<file path="config.mk">
export PLATFORM = sky130hd
export DESIGN_NAME = seg_scan_driver
export DESIGN_NICKNAME = d
export VERILOG_FILES = /design/src/rtl/seg_scan_driver.sv
export SDC_FILE = /design/constraint.sdc
export NUM_CORES = 1
export LEC_CHECK = 0
export CORE_MARGIN = 5
export CORE_UTILIZATION = 45
export CTS_CLUSTER_SIZE = 28
export DETAILED_ROUTE_END_ITERATION = 6
export GPL_TIMING_DRIVEN = 0
export PLACE_DENSITY = 0.69
export SLEW_MARGIN = 10
export SYNTH_ARGS = -nofsm -noshare
export SYNTH_HDL_FRONTEND = slang
export SYNTH_SLANG_ARGS = --single-unit
</file>
<file path="constraint.sdc">
create_clock -name clk -period 2.76 [get_ports clk]
set_input_delay 0.552 -clock clk [delete_from_list [all_inputs] [get_ports clk]]
set_output_delay 0.552 -clock clk [all_outputs]
set_load 0.02 [all_outputs]
</file>
<file path="src/rtl/seg_scan_driver.sv">
// seg_scan_driver: time-multiplexed seven-segment scanner.
// A prescaler divides clk into one slot per digit. Each slot selects one
// digit (active-low anode) and drives its hex glyph plus decimal point.
// The data and dp inputs are captured into shadow registers on a load
// strobe, so the caller can update them at any time without tearing a frame.
module seg_scan_driver #(
    parameter int DIGITS         = 4,
    parameter int SCAN_DIV       = 50000,
    parameter int SEG_ACTIVE_LOW = 1
) (
    input  logic                  clk,
    input  logic                  rst_n,
    input  logic                  load,
    input  logic [4*DIGITS-1:0]   data,
    input  logic [DIGITS-1:0]     dp,
    input  logic                  en,
    input  logic                  lz_blank,
    output logic [7:0]            seg,
    output logic [DIGITS-1:0]     an,
    output logic                  frame_done
);

    // Reject parameter values the scanner cannot represent.
    generate
        if (DIGITS < 1 || DIGITS > 8) begin : g_bad_digits
            $error("seg_scan_driver: DIGITS must be in 1..8");
        end
        if (SCAN_DIV < 2) begin : g_bad_div
            $error("seg_scan_driver: SCAN_DIV must be >= 2");
        end
        if (SEG_ACTIVE_LOW != 0 && SEG_ACTIVE_LOW != 1) begin : g_bad_pol
            $error("seg_scan_driver: SEG_ACTIVE_LOW must be 0 or 1");
        end
    endgenerate

    localparam int PW = (SCAN_DIV > 2) ? $clog2(SCAN_DIV) : 1;
    localparam int IW = (DIGITS > 1) ? $clog2(DIGITS) : 1;
    localparam logic [7:0] SEG_OFF = (SEG_ACTIVE_LOW != 0) ? 8'hFF : 8'h00;

    logic [PW-1:0]         presc_q, presc_d;
    logic [IW-1:0]         idx_q, idx_d;
    logic [4*DIGITS-1:0]   data_q, data_d;
    logic [DIGITS-1:0]     dp_q, dp_d;
    logic                  frame_done_q, frame_done_d;
    logic [7:0]            seg_q, seg_d;
    logic [DIGITS-1:0]     an_q, an_d;
    logic                  tick;

    // Active-high glyphs, bit order {g,f,e,d,c,b,a}.
    function automatic logic [6:0] hex7(input logic [3:0] n);
        case (n)
            4'h0: hex7 = 7'h3F;
            4'h1: hex7 = 7'h06;
            4'h2: hex7 = 7'h5B;
            4'h3: hex7 = 7'h4F;
            4'h4: hex7 = 7'h66;
            4'h5: hex7 = 7'h6D;
            4'h6: hex7 = 7'h7D;
            4'h7: hex7 = 7'h07;
            4'h8: hex7 = 7'h7F;
            4'h9: hex7 = 7'h6F;
            4'hA: hex7 = 7'h77;
            4'hB: hex7 = 7'h7C;
            4'hC: hex7 = 7'h39;
            4'hD: hex7 = 7'h5E;
            4'hE: hex7 = 7'h79;
            default: hex7 = 7'h71;
        endcase
    endfunction

    assign tick = (presc_q == PW'(SCAN_DIV - 1));

    // Prescaler, digit index, frame pulse and shadow capture.
    always_comb begin
        presc_d      = tick ? '0 : presc_q + PW'(1);
        idx_d        = idx_q;
        frame_done_d = 1'b0;
        if (tick) begin
            // With a single digit every tick is both a wrap and a full frame.
            if (idx_q == IW'(DIGITS - 1)) begin
                idx_d        = '0;
                frame_done_d = 1'b1;
            end else begin
                idx_d = idx_q + IW'(1);
            end
        end
        data_d = load ? data : data_q;
        dp_d   = load ? dp   : dp_q;
    end

    // Output decode from the current index and shadow values; the result
    // is registered, so the pins trail idx/shadow by one cycle.
    always_comb begin
        logic [3:0] nib;
        logic       dp_bit;
        logic       blank;
        logic [DIGITS-1:0] an_sel;
        logic [7:0] seg_hi;
        nib    = 4'h0;
        dp_bit = 1'b0;
        an_sel = '1;
        // Digit 0 is never blanked; others blank only if they and every
        // more-significant nibble are zero.
        blank  = lz_blank && (idx_q != '0);
        for (int k = 0; k < DIGITS; k++) begin
            if (idx_q == IW'(k)) begin
                nib       = data_q[4*k +: 4];
                dp_bit    = dp_q[k];
                an_sel[k] = 1'b0;
            end
            if ((IW'(k) >= idx_q) && (data_q[4*k +: 4] != 4'h0)) begin
                blank = 1'b0;
            end
        end
        seg_hi = {dp_bit, blank ? 7'h00 : hex7(nib)};
        if (!en) begin
            an_d  = '1;
            seg_d = SEG_OFF;
        end else begin
            an_d  = an_sel;
            seg_d = (SEG_ACTIVE_LOW != 0) ? ~seg_hi : seg_hi;
        end
    end

    // State and output registers.
    always_ff @(posedge clk or negedge rst_n) begin
        if (!rst_n) begin
            presc_q      <= '0;
            idx_q        <= '0;
            data_q       <= '0;
            dp_q         <= '0;
            frame_done_q <= 1'b0;
            seg_q        <= SEG_OFF;
            an_q         <= '1;
        end else begin
            presc_q      <= presc_d;
            idx_q        <= idx_d;
            data_q       <= data_d;
            dp_q         <= dp_d;
            frame_done_q <= frame_done_d;
            seg_q        <= seg_d;
            an_q         <= an_d;
        end
    end

    assign seg        = seg_q;
    assign an         = an_q;
    assign frame_done = frame_done_q;

endmodule

</file>
# After elaboration in Yosys (flattened, before gate mapping)
# Memory sizes are Yosys's and may differ from the RTL's.
# Index checks and enable logic that the tools add are counted.
# word_totals
in_bits	25
memories	1
output_inout_bits	13
register_bits	51
elab_cells	53
rom_bits	112
# mem_list
name	words	width	rd	rd_ports_with_merged_regs	write_ports	line_no	source
(name not given)	16	7	1	0	0	51	case (n)
# op_classes
bitwise	1
order_cmp	4
eq_ne	4
n_reduce_logical	11
mux	23
add_sub_neg	2
# op_table
cell	n
$mux W4	5
$add A16 B1 Y16 const B	1
$eq A16 B16 Y1 const B	1
$mux W16	1
$reduce_bool A4 Y1	4
$mux W1	14
$mux W8	1
$not A8 Y8	1
$mux W7	1
$logic_and A1 B1 Y1	5
$eq A2 B2 Y1 const B	2
$ge A1 B2 Y1 const A	2
$ge A2 B2 Y1 const A	2
$add A2 B1 Y2 const B	1
$eq A2 B1 Y1 const B	1
$logic_not A2 Y1	1
$mux W2	1
$reduce_bool A2 Y1	1

# Depth between registers and ports, before layout
# Gate-level depths: netlist (run 1).
# logic_depth
word_depth	9
depth_mapped	11
ltp_nobuf	10

# Worst setup path after synthesis (run 1)
# No wires, ideal clock.
# synth_timing
kind	register to register
startpoint	reg idx_q[0]
endpoint	reg seg_q[5] (netlist: seg[5])
path_slack_ns	0.522
arrival_ns	2.142
setup_time_ns	0.096
t_required_ns	2.664
stages_incl_launch_ff	11
n_path_buf	0
period_less_slack_ns	2.238
cell_sequence	dfrtp_1 -> inv_1 -> ha_1 -> nor2b_1 -> a221o_1 -> a22oi_1 -> inv_1 -> ha_1 -> nor2b_1 -> a21oi_1 -> o221ai_1
# synth_via
elab_chain_len	9
elab_cells_between_ends	26
cone_classes	order compare (4); eq/ne (3); mux (10); bitwise (1); reduce/logical (7); memory (1)
# synth_rtl
item	line_no	source
from (decl)	41	logic [IW-1:0] idx_q, idx_d;
from (signal assigned)	137	idx_q <= idx_d;
$logic_not A2 Y1 (tied with other cells)	106	if (idx_q == IW'(k)) begin
$mux W4 (tied with other cells)	106	
$mux W4 or $mux W1 (tied branches) (3 in a row)	106, 111	
$mem_v2 Z16 W7 or $mux W1 (tied branches)	n/a	
$mux W7 (*)	115	seg_hi = {dp_bit, blank ? 7'h00 : hex7(nib)};
$not A8 Y8 (*)	121	seg_d = (SEG_ACTIVE_LOW != 0) ? ~seg_hi : seg_hi;
$mux W8 (*)	116	if (!en) begin
via seg_d[5]	45	logic [7:0] seg_q, seg_d;
to (signal assigned)	141	seg_q <= seg_d;
to (decl)	45	
# Mark *: on every way through the listed nets, which the timed path passes. The rest lies on a longest branch.
# A chain may end at the register's enable or synchronous reset.

# Worst setup path in the final report (run 1)
# layout_timing
startpoint	reg idx_q[0]
endpoint	reg seg_q[3] (netlist: seg[3])
# The elaborated chain is that of the path after synthesis.

==> flow_metrics.py, run 1 <==
metrics = {
    "power_and_ir_drop": {
        "power.density_nw_per_um2": 496,
        "power_mw": 1.52,
        "vdd_drop_max_mv": 0.247,
        "leakage_nw": 1.32,
    },
    "synth": {
        "yosysWarnings": 0,
        "synth-seq-cells": 51,
        "syn-mean-instance-area_um2": 11.3,
        "async_flop_share": 1.00,
        "netlist_area_um2": 2480,
        "ys.flop_type": "dfrtp_1",
        "syn-num-nets": 257,
        "synth_cell_types": 43,
        "synth_edf_count": 0,
        "seq_area_frac_synth": 0.521,
        "syn-instance-count": 220,
    },
    "sta": {
        "worst_pin_slew_ps": 552,
        "finalCritPeriodShare": 0.914,
        "max_slew_margin": 0.632,
        "drv_slew": 0,
        "final.setup.worst_slack_ps": 237,
        "finalSetupViolations": 0,
        "fin_hold_ws_ps": 223,
        "finalClockSkew_ps": 7.70,
        "grt_setup_unrepaired": "false",
        "setup_tns_ps": 0,
        "fmax_mhz": 396,
        "fin_crit_ps": 2520,
        "hold_viol": 0,
    },
    "worst_setup_path": {
        "r2r_start": "idx_q[0]$_DFFE_PN0N_",
        "end_kind": "register",
        "r2r_cells": 10,
        "arrival_ps": 2770,
        "cp_max_fo": 10,
        "crit_required_ps": 3010,
        "cp-start-kind": "register",
        "path_class": "register to register",
        "worstReg2RegEnd": "seg[3]$_DFF_PN1_",
        "reg2reg_slack_ps": 240,
    },
    "global_route": {
        "first_global_vias": 1640,
        "grt_antenna_before_repair": 0,
        "grt_start_max_net_pins": 29,
        "grt_use_total": 0.140,
        "grt_pass1_wl_um": 7900,
        "grt_overflow_total": 0,
    },
    "clock_tree": {
        "ctsHtreeMaxLevel": 2,
        "cts_tree": "yes",
        "path_clk_slew_ps": 90,
        "cts.sinks": 51,
        "clock_latency_ps": 310,
        "holdBufCountCts": 0,
        "numCtsBuffers": 5,
        "ctsRootBufferMaster": "clkbuf_8",
        "post_cts_buffers": 0,
        "cts.repair.resized": 0,
        "clk_path_buf_depth": 2,
    },
    "layout": {
        "drive_gt1_frac": 0.188,
        "final_cell_mix": "dfrtp_1, clkdlybuf4s50_1, mux2_2, nand2_1, nor2_1",
        "final_cells": 338,
        "final_area_um2": 3060,
        "area_growth_pct": 23.4,
        "layout_commonest_cell": "dfrtp_1",
        "nets": 302,
        "antenna_cells": 0,
        "fin_util": 0.562,
    },
    "routing": {
        "drt_iter0_drc": 59,
        "vias": 1743,
        "drtAntennaViolNets": 0,
        "dr.pass1.iters": 4,
        "drc": 0,
        "via_per_inst": 5.16,
        "routed_wl_um": 4780,
        "drt-wirelength-per-cell_um": 14.2,
    },
    "placed_design": {
        "dp_cells": 330,
        "dpl.hpwl_um": 3630,
        "place_area_um2": 2950,
        "place_ws_ps": 136,
        "gp_congestion": 0.757,
        "port_buffers": 37,
    },
    "floorplan": {
        "die_width_um": 84.2,
        "die_area_um2": 7090,
        "die_y_um": 84.2,
        "core_um2": 5440,
        "rows": 27,
        "start_util": 0.456,
        "ios": 38,
    },
    "hold_path": {
        "hold_class": "input pin to asynchronous set/reset pin",
    },
    "run": {
        "maxCapViolations": 0,
    },
    "run_status": {
        "status": "complete, no violations",
    },
}
registers in the layout (all words and copies together), names as in the netlist:
register and flops:
idx_q 2, dp_q 4, an 4, data_q 16
frame_done 1, seg 8, presc_q 16
metal layers:
metal / track usage / part of all wire
met1: 0.185 / 0.48
met5: 0 / 0
met4: 0.0526 / 0.016
met3: 0.0373 / 0.042
met2: 0.221 / 0.46
kinds of logic after synthesis:
kind of cell | after synthesis | synth area share
flip-flops | 51 | 0.521
adder cells (fa/ha/maj) | 12 | 0.0606
multiplexers | 21 | 0.0944
AO/OA/AOI/OAI | 25 | 0.0757
buffers and inverters | 17 | 0.0363
XOR/XNOR | 13 | 0.0459
AND/OR/NAND/NOR | 81 | 0.166
Yosys cell counts (all sizes together) (2+ instances only):
library cell,instances,share of area
a211o,2,0.0071
a21oi,4,0.0081
and3,3,0.0076
buf,6,0.020
clkbuf,2,0.0030
dfrtp,39,0.39
dfstp,12,0.13
ha,12,0.061
inv,9,0.014
mux2,19,0.086
mux2i,2,0.0081
nand2,18,0.027
nand2b,3,0.0076
nand3,11,0.022
nand3b,3,0.0091
nand4,3,0.0076
nor2,18,0.028
nor2b,7,0.018
nor3,5,0.010
nor3b,2,0.0061
nor4,3,0.0076
o21ai,4,0.0081
o221ai,3,0.011
o31ai,2,0.0061
xnor2,6,0.021
xor2,7,0.025
worst max path at each step:
stage                               from                    end  slack, ps  depth (start not counted)
floorplan           idx_q[0]$_DFFE_PN0N_       seg[5]$_DFF_PN1_        520                         10
CTS                 idx_q[0]$_DFFE_PN0N_       seg[6]$_DFF_PN1_        150                         10
finish              idx_q[0]$_DFFE_PN0N_       seg[3]$_DFF_PN1_        240                         10
global placement                   rst_n  data_q[6]$_DFFE_PN0P_       -330                          1
global route        idx_q[1]$_DFFE_PN0N_       seg[3]$_DFF_PN1_         40                         10
detailed placement  idx_q[0]$_DFFE_PN0N_       seg[6]$_DFF_PN1_        140                         10
worst max-delay path, cell delays in order, from the launching register on:
cell and delay, ps:
dfrtp_1 430, ha_1 230, buf_2 190, inv_1 120, o22ai_1 110, a31oi_1 380
inv_1 180, ha_1 340, nor2_1 50, a211o_1 260, a21bo_1 190
layout make-up:
cell class | instances | area [um^2]
repair buffers | 38 | 385
inverters | 9 | 33.8
plain buffers | 8 | 56.3
clock buffers | 8 | 100
flip-flops and latches | 51 | 1290
well taps | 72 | 90.1
multi-input cells | 152 | 1100
fillers | 481 | 2380
power breakdown:
part	switching (mW)	leakage (nW)	internal (mW)
Combinational	0.105	0.658	0.121
Sequential	0.0235	0.612	0.800
Clock	0.240	0.0515	0.229
(Power assumes the default switching activity.)
==> run 2, diff against run 1 <==
--- a/config.mk
+++ b/config.mk
@@ -7,7 +7,6 @@
 export LEC_CHECK = 0
 export CORE_MARGIN = 5
 export CORE_UTILIZATION = 45
-export CTS_CLUSTER_SIZE = 28
 export DETAILED_ROUTE_END_ITERATION = 6
 export GPL_TIMING_DRIVEN = 0
 export PLACE_DENSITY = 0.69
==> results of run 2 <==
Same layout as run 1: the final DEF is identical, and so are final timing and power.
==> run 3, diff against run 2 <==
--- a/config.mk
+++ b/config.mk
@@ -5,12 +5,11 @@
 export SDC_FILE = /design/constraint.sdc
 export NUM_CORES = 1
 export LEC_CHECK = 0
-export CORE_MARGIN = 5
+export CORE_MARGIN = 8
 export CORE_UTILIZATION = 45
 export DETAILED_ROUTE_END_ITERATION = 6
 export GPL_TIMING_DRIVEN = 0
 export PLACE_DENSITY = 0.69
-export SLEW_MARGIN = 10
 export SYNTH_ARGS = -nofsm -noshare
 export SYNTH_HDL_FRONTEND = slang
 export SYNTH_SLANG_ARGS = --single-unit
==> flow_metrics.py, run 3 (synthesis gave the netlist of run 1 again) <==
metrics = {
    "run_status": {
        "status": "complete, no violations",
    },
    "worst_setup_path": {
        "end_kind": "register",
        "crit_required_ps": 2970,
        "arrival_ps": 2700,
        "cp-start-kind": "register",
        "cp_max_fo": 6,
        "path_class": "register to register",
    },
    "clock_tree": {
        "path_clk_slew_ps": 90,
        "cts_tree": "yes",
        "clock_latency_ps": 300,
        "ctsRootBufferMaster": "clkbuf_8",
        "ctsHtreeMaxLevel": 2,
        "clk_path_buf_depth": 2,
        "numCtsBuffers": 5,
        "cts.sinks": 51,
    },
    "floorplan": {
        "die_area_um2": 8140,
        "ios": 38,
        "start_util": 0.459,
        "rows": 27,
        "die_y_um": 90.2,
        "core_um2": 5410,
        "die_width_um": 90.2,
    },
    "global_route": {
        "use_met2": 0.201,
        "gr-usage-met1": 0.168,
        "grt_overflow_total": 0,
        "grt_use_total": 0.129,
        "use_met3": 0.0357,
        "grt.busiest_layer": "met2",
        "grt_start_max_net_pins": 38,
        "first_global_vias": 1771,
        "grt_antenna_before_repair": 0,
        "grt_pass1_wl_um": 8560,
    },
    "sta": {
        "worst_pin_slew_ps": 555,
        "setup_tns_ps": 0,
        "fin_crit_ps": 2490,
        "finalCritPeriodShare": 0.903,
        "max_slew_margin": 0.630,
        "hold_viol": 0,
        "drv_slew": 0,
        "finalSetupViolations": 0,
        "fmax_mhz": 401,
        "grt_setup_unrepaired": "false",
        "finalClockSkew_ps": 4.54,
        "fin_hold_ws_ps": 149,
    },
    "routing": {
        "dr.pass1.iters": 4,
        "vias": 1735,
        "drt-wirelength-per-cell_um": 14.7,
        "routed_wl_um": 4970,
        "drt_iter0_drc": 92,
        "drtAntennaViolNets": 0,
        "drc": 0,
        "via_per_inst": 5.13,
    },
    "power_and_ir_drop": {
        "power.density_nw_per_um2": 488,
        "vdd_drop_max_mv": 0.347,
        "p_sw_frac": 0.246,
        "leakage_nw": 1.32,
        "share_seq_of_total_power": 0.553,
        "p_sw_mw": 0.367,
        "clkPwrFrac": 0.294,
        "power_mw": 1.49,
        "combPwrFrac": 0.153,
        "cell_internal_pwr_mw": 1.12,
    },
    "placed_design": {
        "dpl.hpwl_um": 3770,
        "gp_congestion": 0.825,
        "dp_cells": 330,
        "port_buffers": 37,
    },
    "hold_path": {
        "hold_class": "input pin to asynchronous set/reset pin",
    },
    "layout": {
        "drive_gt1_frac": 0.192,
        "layout_commonest_cell": "dfrtp_1",
        "final_cell_mix": "dfrtp_1, clkdlybuf4s50_1, mux2_2, nand2_1, nor2_1",
        "final_cells": 338,
        "area_growth_pct": 23.3,
        "antenna_cells": 0,
        "nets": 302,
    },
    "run": {
        "maxCapViolations": 0,
    },
}
[run 3: final timing paths]
check	from	end	slack [ps]	cells past startpoint
max in group asynchronous	rst_n	an[1]$_DFF_PN1_	2040	2
hold reg to reg	presc_q[15]$_DFF_PN0_	presc_q[15]$_DFF_PN0_	480	1
min in group clk	presc_q[15]$_DFF_PN0_	presc_q[15]$_DFF_PN0_	480	1
hold / removal	rst_n	data_q[2]$_DFFE_PN0P_	150	1
setup / recovery	idx_q[0]$_DFFE_PN0N_	seg[5]$_DFF_PN1_	270	10
setup reg to reg	idx_q[0]$_DFFE_PN0N_	seg[5]$_DFF_PN1_	270	10
[run 3: worst max-delay path, stage by stage, from the launching register on]
cell and delay, ps:
dfrtp_1 420, inv_1 100, ha_1 300, nor2b_1 180
a221o_1 320, a22oi_2 230, inv_1 160, ha_1 260
nor2b_1 150, a21oi_1 150, o221ai_1 140
[run 3: through the flow]
stage           util  cell area, um^2  setup slack [ps]
2_1_floorplan      -             2480               522
3_3_place_gp   0.544             2940              -336
3_5_place_dp   0.547             2950               136
4_1_cts        0.563             3050               120
5_1_grt        0.566             3060              22.5
6_report       0.566             3060               269
[run 3: metal layers]
| metal | part of all wire | up-vias | wire, um |
|---|---|---|---|
| met3 | 0.041 | 5 | 205 |
| met2 | 0.47 | 32 | 2340 |
| li1 | - | 857 | - |
| met5 | 0 | - | 0 |
| met1 | 0.47 | 841 | 2340 |
| met4 | 0.016 | 0 | 77 |
[run 3: area by class of cell]
class                      instances  area (um^2)
fill                             484         2350
sequential                        51         1290
multi-input combinational        152         1110
timing repair buffer              38          385
tap                               72         90.1
clock buffer                       7         86.3
buffer                             8         56.3
inverter                           9         33.8
clock inverter                     1         5.00
[run 3: power by group through the flow]
stage	registers, mW	logic, mW	clock network (mW)
2_1_floorplan	0.851	0.108	0
3_3_place_gp	0.837	0.224	0
3_5_place_dp	0.838	0.231	0
4_1_cts	0.824	0.232	0.452
5_1_grt	0.830	0.254	0.477
6_report	0.824	0.229	0.438
[run 3: repair_timing]
| item | in CTS | in global routing |
|---|---|---|
| resized for setup | 0 | 2 |
| hold buffers | 0 | 0 |
| setup buffers | 0 | 0 |
| setup endpoints to repair | 0 | 3 |
